--- src/rtl/mem_arbiter_if.sv ---
// Request/response bus between the pipeline, the arbiter and the shared SRAM.
interface mem_arbiter_if #(
    parameter int DATA_W = 32,
    parameter int ADDR_W = 32
);
    logic              if_req;
    logic [ADDR_W-1:0] if_addr;
    logic [DATA_W-1:0] if_rdata;
    logic              if_ready;
    logic              mem_r_en;
    logic              mem_w_en;
    logic [ADDR_W-1:0] mem_addr;
    logic [DATA_W-1:0] mem_wdata;
    logic [DATA_W-1:0] mem_rdata;
    logic              mem_ready;
    logic              freeze;
    logic              sram_ce_n;
    logic              sram_we_n;
    logic [ADDR_W-3:0] sram_addr;
    logic [DATA_W-1:0] sram_wdata;
    logic [DATA_W-1:0] sram_rdata;

    modport slave (
        input  if_req, if_addr, mem_r_en, mem_w_en, mem_addr, mem_wdata, sram_rdata,
        output if_rdata, if_ready, mem_rdata, mem_ready, freeze,
               sram_ce_n, sram_we_n, sram_addr, sram_wdata
    );

    modport master (
        output if_req, if_addr, mem_r_en, mem_w_en, mem_addr, mem_wdata, sram_rdata,
        input  if_rdata, if_ready, mem_rdata, mem_ready, freeze,
               sram_ce_n, sram_we_n, sram_addr, sram_wdata
    );
endinterface

--- src/rtl/mem_arbiter.sv ---
// Shares one fixed-latency single-port SRAM between fetch and MEM stage;
// data accesses win arbitration and freeze the pipeline while outstanding.
module mem_arbiter #(
    parameter int DATA_W   = 32,
    parameter int ADDR_W   = 32,
    parameter int SRAM_LAT = 3
) (
    input  logic           clk,
    input  logic           rst_n,
    mem_arbiter_if.slave   bus
);
    localparam int CNT_W = (SRAM_LAT > 1) ? $clog2(SRAM_LAT) : 1;

    typedef enum logic [1:0] {IDLE, BUSY, RESP} state_t;
    typedef enum logic {DATA, INST} owner_t;

    state_t           state;
    owner_t           owner;
    logic [CNT_W-1:0] cnt;
    logic             data_req;
    logic             unused_addr_lsbs;

    assign data_req         = bus.mem_r_en | bus.mem_w_en;
    assign unused_addr_lsbs = ^{bus.if_addr[1:0], bus.mem_addr[1:0]};

    // Held high even while a data request waits behind an in-flight fetch.
    assign bus.freeze = data_req & ~(state == RESP && owner == DATA);

    always_ff @(posedge clk or negedge rst_n) begin
        if (!rst_n) begin
            state          <= IDLE;
            owner          <= DATA;
            cnt            <= '0;
            bus.if_ready   <= 1'b0;
            bus.mem_ready  <= 1'b0;
            bus.if_rdata   <= '0;
            bus.mem_rdata  <= '0;
            bus.sram_ce_n  <= 1'b1;
            bus.sram_we_n  <= 1'b1;
            bus.sram_addr  <= '0;
            bus.sram_wdata <= '0;
        end else begin
            case (state)
                IDLE: begin
                    if (data_req) begin
                        state          <= BUSY;
                        owner          <= DATA;
                        cnt            <= CNT_W'(SRAM_LAT - 1);
                        bus.sram_ce_n  <= 1'b0;
                        bus.sram_we_n  <= ~bus.mem_w_en;  // write wins if both enables set
                        bus.sram_addr  <= bus.mem_addr[ADDR_W-1:2];
                        bus.sram_wdata <= bus.mem_wdata;
                    end else if (bus.if_req) begin
                        state          <= BUSY;
                        owner          <= INST;
                        cnt            <= CNT_W'(SRAM_LAT - 1);
                        bus.sram_ce_n  <= 1'b0;
                        bus.sram_we_n  <= 1'b1;
                        bus.sram_addr  <= bus.if_addr[ADDR_W-1:2];
                    end
                end
                BUSY: begin
                    if (cnt == '0) begin
                        if (bus.sram_we_n) begin
                            if (owner == DATA) bus.mem_rdata <= bus.sram_rdata;
                            else               bus.if_rdata  <= bus.sram_rdata;
                        end
                        if (owner == DATA) bus.mem_ready <= 1'b1;
                        else               bus.if_ready  <= 1'b1;
                        bus.sram_ce_n <= 1'b1;
                        bus.sram_we_n <= 1'b1;
                        state         <= RESP;
                    end else begin
                        cnt <= cnt - CNT_W'(1);
                    end
                end
                RESP: begin
                    bus.if_ready  <= 1'b0;
                    bus.mem_ready <= 1'b0;
                    state         <= IDLE;
                end
                default: state <= IDLE;
            endcase
        end
    end
endmodule

--- src/flat_wrapper.sv ---
// flat-port wrapper written by rule: the top's interface ports become plain ports
module mem_arbiter_flat 
#(
    parameter int DATA_W   = 32,
    parameter int ADDR_W   = 32,
    parameter int SRAM_LAT = 3
)
  (clk, rst_n, bus_if_req, bus_if_addr, bus_mem_r_en, bus_mem_w_en, bus_mem_addr, bus_mem_wdata, bus_sram_rdata, bus_if_rdata, bus_if_ready, bus_mem_rdata, bus_mem_ready, bus_freeze, bus_sram_ce_n, bus_sram_we_n, bus_sram_addr, bus_sram_wdata);
  mem_arbiter_if #(.DATA_W(DATA_W), .ADDR_W(ADDR_W)) bus_i ();
  input  logic clk;
  input  logic rst_n;
  input wire logic [$bits(bus_i.if_req)-1:0] bus_if_req;
  input wire logic [$bits(bus_i.if_addr)-1:0] bus_if_addr;
  input wire logic [$bits(bus_i.mem_r_en)-1:0] bus_mem_r_en;
  input wire logic [$bits(bus_i.mem_w_en)-1:0] bus_mem_w_en;
  input wire logic [$bits(bus_i.mem_addr)-1:0] bus_mem_addr;
  input wire logic [$bits(bus_i.mem_wdata)-1:0] bus_mem_wdata;
  input wire logic [$bits(bus_i.sram_rdata)-1:0] bus_sram_rdata;
  output wire logic [$bits(bus_i.if_rdata)-1:0] bus_if_rdata;
  output wire logic [$bits(bus_i.if_ready)-1:0] bus_if_ready;
  output wire logic [$bits(bus_i.mem_rdata)-1:0] bus_mem_rdata;
  output wire logic [$bits(bus_i.mem_ready)-1:0] bus_mem_ready;
  output wire logic [$bits(bus_i.freeze)-1:0] bus_freeze;
  output wire logic [$bits(bus_i.sram_ce_n)-1:0] bus_sram_ce_n;
  output wire logic [$bits(bus_i.sram_we_n)-1:0] bus_sram_we_n;
  output wire logic [$bits(bus_i.sram_addr)-1:0] bus_sram_addr;
  output wire logic [$bits(bus_i.sram_wdata)-1:0] bus_sram_wdata;
  assign bus_i.if_req = bus_if_req;
  assign bus_i.if_addr = bus_if_addr;
  assign bus_i.mem_r_en = bus_mem_r_en;
  assign bus_i.mem_w_en = bus_mem_w_en;
  assign bus_i.mem_addr = bus_mem_addr;
  assign bus_i.mem_wdata = bus_mem_wdata;
  assign bus_i.sram_rdata = bus_sram_rdata;
  assign bus_if_rdata = bus_i.if_rdata;
  assign bus_if_ready = bus_i.if_ready;
  assign bus_mem_rdata = bus_i.mem_rdata;
  assign bus_mem_ready = bus_i.mem_ready;
  assign bus_freeze = bus_i.freeze;
  assign bus_sram_ce_n = bus_i.sram_ce_n;
  assign bus_sram_we_n = bus_i.sram_we_n;
  assign bus_sram_addr = bus_i.sram_addr;
  assign bus_sram_wdata = bus_i.sram_wdata;
  mem_arbiter #(.DATA_W(DATA_W), .ADDR_W(ADDR_W), .SRAM_LAT(SRAM_LAT)) u_core (.clk(clk), .rst_n(rst_n), .bus(bus_i));
endmodule
--- config.mk ---
export PLATFORM = sky130hd
export DESIGN_NAME = mem_arbiter_flat
export DESIGN_NICKNAME = d
export VERILOG_FILES = /design/src/rtl/mem_arbiter_if.sv /design/src/rtl/mem_arbiter.sv /design/src/flat_wrapper.sv
export SDC_FILE = /design/constraint.sdc
export NUM_CORES = 1
export LEC_CHECK = 0
export CAP_MARGIN = 20
export CORE_MARGIN = 1.5
export CORE_UTILIZATION = 41
export DETAILED_ROUTE_END_ITERATION = 12
export GPL_TIMING_DRIVEN = 1
export HOLD_SLACK_MARGIN = 0.12
export PLACE_DENSITY = 0.79
export SLEW_MARGIN = 25
export SYNTH_ARGS = -nofsm -noshare
export SYNTH_HDL_FRONTEND = slang
export SYNTH_SLANG_ARGS = --single-unit
--- constraint.sdc ---
create_clock -name clk -period 1.78 [get_ports clk]
set_input_delay 0.356 -clock clk [delete_from_list [all_inputs] [get_ports clk]]
set_output_delay 0.356 -clock clk [all_outputs]
set_load 0.01 [all_outputs]
; ---- Word level (Yosys, flattened, before mapping)
; Index checks and enable logic that the tools add are counted.
[word_totals]
wordCells = 63
ramBits = 0
rom_bits = 0
latch_bits = 0
input_bits = 133
ff_bits = 135
n_memories = 0
[op_classes]
n_addsub = 1
reduce_logical = 15
n_lt_le_gt_ge = 0
div_mod_pow = 0
eq_ne = 7
mul = 0
shift = 0
n_bitwise = 5
muxes = 24
[ops]
columns = op, n
row1 = 30-bit two-way mux, 2
row2 = 2-bit two-way mux, 6
row3 = 3-bit AND reduction, 4
row4 = 1-bit two-way mux, 10
row5 = 1-bit case mux with 2 select lines, 4
row6 = 2-bit case mux with 2 select lines, 2
row7 = 4-bit AND reduction, 2
row8 = 2-bit AND reduction, 3
row9 = 2-bit nonzero test, 3
row10 = 2-bit zero test, 2
row11 = "2-bit by 1-bit != test with 1-bit output, second input constant", 2
row12 = "2-bit != test, second input constant", 2
row13 = "3-bit by 2-bit != test with 1-bit output, second input constant", 1
row14 = 1-bit NOT, 3
row15 = "2-bit by 1-bit equality test with 1-bit output, second input constant", 1
row16 = "2-bit equality test, second input constant", 1
row17 = "2-bit by 1-bit subtractor with 2-bit output, second input constant", 1
row18 = 1-bit bitwise AND, 1
row19 = 1-bit logical AND, 1
row20 = 1-bit OR, 1

; ---- Longest topological paths before layout
[depth]
word_depth = 4
mapped_depth = 7
mapped_depth_nobuf = 5

; ---- Least setup slack after synthesis
; No wires, ideal clock.
[synth_path]
path_type = register -> register
startpoint = register u_core.state[0]
endpoint = register u_core.bus.sram_wdata[10] in the netlist's numbering
stages_incl_launch_ff = 7
arrival_ns = 1.489
path_slack_ns = 0.166
setup_ns = 0.125
cell_sequence = dfrtp_1 -> inv_1 -> ha_1 -> clkbuf_1 -> o21ai_2 -> buf_2 -> mux2_2
[synth_between]
elab_chain_len = 2
[synth_rtl]
columns = item, line
row1 = start: declaration, mem_arbiter.sv:17  ; state_t state;
row2 = start signal: assignment, mem_arbiter.sv:31  ; state <= IDLE;
row3 = start signal: assignment, mem_arbiter.sv:46  ; state <= BUSY;
row4 = start signal: assignment, mem_arbiter.sv:54  ; state <= BUSY;
row5 = 2-bit zero test, mem_arbiter.sv:43  ; case (state)
row6 = 2-bit AND reduction (no source line), -
row7 = end signal: assignment, mem_arbiter.sv:52  ; bus.sram_wdata <= bus.mem_wdata;
row8 = end: declaration, mem_arbiter_if.sv:26  ; sram_ce_n, sram_we_n, sram_addr, sram_wdata
; No other way between the ends.
; A chain may end at the register's enable or synchronous reset.

; ---- Final worst setup path
[layout_path]
startpoint = register u_core.bus.sram_addr[3] in the netlist's numbering
endpoint = output bus_sram_addr[3]
[layout_rtl]
columns = item, line
row1 = start: declaration, mem_arbiter_if.sv:26
row2 = start signal: assignment, mem_arbiter.sv:51  ; bus.sram_addr <= bus.mem_addr[ADDR_W-1:2];
row3 = start signal: assignment, mem_arbiter.sv:59  ; bus.sram_addr <= bus.if_addr[ADDR_W-1:2];
row4 = end: declaration, flat_wrapper.sv:26  ; output wire logic [$bits(bus_i.sram_addr)-1:0] bus_sram_addr;
; No word-level cell between the ends.

==> metrics.cfg <==
[timing]
drv_slew = 0
finalHoldViolations = 0
period_needed_ns = 1.70
slew_headroom_pct = 64.8
setup_viol = 0
fin_skew_ns = 0.00470
fmax_mhz = 589
period_share_pct = 95.4
max_slew.worst_pin.slew_ns = 0.528

[cells_and_area]
fin_area_um2 = 9010
layout-drive-gt1-share_pct = 23.1
syn_to_final_growth_pct = 64.3
diodes = 0
finalNetCount = 806
fillers = 964
layout.cells.non_filler = 856

[status]
status = completed

[worst_setup_path]
start_kind = flip-flop
cp_slowest_stage_delay_ns = 0.56
required_ns = 1.42
worst-path-buf-inv = 1
r2r_slack_ns = 0.12
critPathTopFamily = buffers and inverters
crit_fanout = 2
arrival_ns = 1.34
reg2reg_depth = 6
cp-end-kind = primary output
slowest_stage = clkdlybuf4s50_1
worstSetupPathType = flip-flop to primary output
path_cells = clkdlybuf4s50_1
rr_endpoint = u_core.state[1]$_DFFE_PN0P_
r2r_start = u_core.state[0]$_DFFE_PN0P_

[yosys]
yosysTopAreaCell = dfrtp_1
ys_warn_count = 0
synthCells = 389
yosysSeqAreaShare_pct = 61.7
ys_types = 31
synth_area_leaders = dfrtp_1, mux2_2, mux2i_1, o21ai_0, nand2_1
synth_nets = 528
avgSynthCellArea_um2 = 14.1
netlist_area_um2 = 5480
ys_seq_elements = 135
synth_top_area_share_pct = 60.7

[global_routing]
grt_pass1_wl_um = 22300
grt_max_degree = 61
antenna_found_initial = 0
grt.overflow.total = 0
grtUsageTotal_pct = 20.5
grt_pass1_vias = 4432

[clock_network]
post_cts_buffers = 0
cts-root-buf = clkbuf_16
htreeDepth = 4
numClockSinks = 135
cts_tree = yes
numCtsBuffers = 17
worstSkewPairLatency_ns = 0.41
clk_path_buf_depth = 2
clk_pin_slew_ns = 0.05

[place]
placed_area_um2 = 8420
gp_congestion = 0.737
placed_cells = 823
portBuffers = 259
hpwl_um = 10200

[detailed_routing]
wl_met3_um = 1110
avgRoutedWirePerCell_um = 16.0
met1_length_um = 5220
met2_length_um = 7030
vias = 4119
drc_errors = 0
routed.top_layer = met4
drt_iter0_drc = 181
totalWireLength_um = 13700
vias_per_cell = 4.81
dr.pass1.iters = 4
antenna_left = 0

[die]
dieArea_um2 = 14100
initial_core_util_pct = 41.7
boundaryPins = 264
die_w_um = 119
core_um2 = 13100
die_h_um = 119
rows = 42

[run]
drv_cap = 0

[power_and_ir_drop]
vdd_drop_max_v = 0.000964
p_leak_nw = 3.80
power_density_nw_per_um2 = 1770

[worst_hold_path]
min_path_type = input port to async pin

## report_power, final
group / internal [W] / total, W / switching, W
registers: 0.00465 / 0.00544 / 0.000792
clock network: 0.00213 / 0.00340 / 0.00127
logic: 0.00432 / 0.00711 / 0.00279
total: 0.0111 / 0.0160 / 0.00485
## layout by cell type (no fill, tap or decap), types with 2 or more instances in the layout
cell and instances:
mux2_2 96, a21boi_0 2, clkbuf_8 2, buf_4 13, clkbuf_16 17, buf_12 6, o21ai_1 5, a21oi_1 3
nand2_1 34, ha_1 5, clkinv_2 5, clkinv_4 2, o21ai_0 29, clkinvlp_4 2, dfrtp_1 133, nor2_1 2
nand2b_1 2, bufinv_16 2, inv_1 8, mux2i_1 32, dlygate4sd2_1 2, clkdlybuf4s50_1 255, nand4_1 2, dfstp_2 2
## per-layer routing
metal / GRT usage, % / up-vias
met2: 35.6 / 177
met4: 8.36 / 0
met5: 0 / -
met3: 7.34 / 32
li1: - / 1927
met1: 22.9 / 1983
## state kept, by name (all words and copies together), names as in the netlist
register               count
u_core.bus.if_rdata       32
u_core.bus.mem_rdata      32
u_core.bus.sram_wdata     32
u_core.bus.sram_addr      30
u_core.cnt                 2
u_core.state               2
u_core.bus.if_ready        1
u_core.bus.mem_ready       1
u_core.bus.sram_ce_n       1
u_core.bus.sram_we_n       1
u_core.owner               1
## worst max path at each step
stage,slack (ns),from,endpoint,depth (start not counted)
2_1_floorplan,0.17,u_core.state[0]$_DFFE_PN0P_,u_core.bus.sram_wdata[10]$_DFFE_PN0P_,6
3_3_place_gp,-0.25,bus_mem_w_en,bus_freeze,4
3_5_place_dp,-0.23,bus_mem_w_en,bus_freeze,4
4_1_cts,0.05,u_core.bus.sram_addr[29]$_DFFE_PN0P_,bus_sram_addr[29],1
5_1_grt,-0.008,u_core.state[0]$_DFFE_PN0P_,u_core.cnt[1]$_DFFE_PN0P_,8
6_report,0.08,u_core.bus.sram_addr[3]$_DFFE_PN0P_,bus_sram_addr[3],1
## stage by stage
stage	hold WS, ns	total power [W]	setup slack [ns]	utilization [%]	TNS [ns]
final	0.397	0.0160	0.0810	68.6	0
after global routing	0.416	0.0169	-0.00817	68.6	-0.00817
after CTS	0.396	0.0161	0.0525	68.6	0
after detailed placement	0.259	0.0127	-0.232	64.1	-9.45
after global placement	0.256	0.0124	-0.251	64.1	-7.96
after floorplan	0.0604	0.00847	0.166	-	0
## synth_stat cells
| cell type | number |
|---|---|
| nor2b_1 | 1 |
| ha_1 | 6 |
| nand4_1 | 2 |
| o21ai_2 | 1 |
| clkbuf_1 | 3 |
| o21ai_1 | 5 |
| o31ai_2 | 1 |
| nand2_1 | 34 |
| dfrtp_1 | 133 |
| mux2i_1 | 32 |
| a21boi_0 | 2 |
| nor4b_4 | 1 |
| o22a_1 | 1 |
| a21oi_1 | 3 |
| o21ai_0 | 29 |
| nor2_2 | 1 |
| o31ai_1 | 1 |
| mux2_4 | 1 |
| dfstp_2 | 2 |
| nand2b_1 | 2 |
| nand3_1 | 1 |
| o311ai_0 | 1 |
| nor2b_2 | 1 |
| buf_2 | 12 |
| o211ai_1 | 1 |
| mux2_2 | 96 |
| clkbuf_2 | 1 |
| buf_4 | 4 |
| inv_1 | 8 |
| nor2_1 | 2 |
| o32ai_1 | 1 |
## area by class of cell
| cell class | count | area [µm²] | share of cell area (%) |
|---|---|---|---|
| Inverter | 8 | 30.0 | 0.333 |
| Tap cell | 176 | 220 | 2.44 |
| Timing Repair Buffer | 279 | 2810 | 31.2 |
| Clock inverter | 12 | 126 | 1.40 |
| Multi-Input combinational cell | 226 | 1980 | 22.0 |
| Clock buffer | 20 | 457 | 5.07 |
| Sequential cell | 135 | 3380 | 37.5 |
## kinds of logic (layout without fill, tap and decap cells)
family | after synthesis | count (layout) | synth area share (%)
AOI/OAI and AO/OA | 46 | 46 | 4.79
adders and majority gates | 6 | 6 | 1.37
buffers and inverters | 28 | 319 | 2.49
DFF | 135 | 135 | 61.7
muxes | 129 | 129 | 25.8
and+or+nand+nor | 45 | 45 | 3.83
## what timing repair did
action	CTS	global route
pin swaps	0	0
gates resized for setup	6	1
hold buffers	1	0
setup endpoints to repair	3	1
endpoints found under the hold margin	28	0
Note: power is estimated with default switching activity, not from simulation.
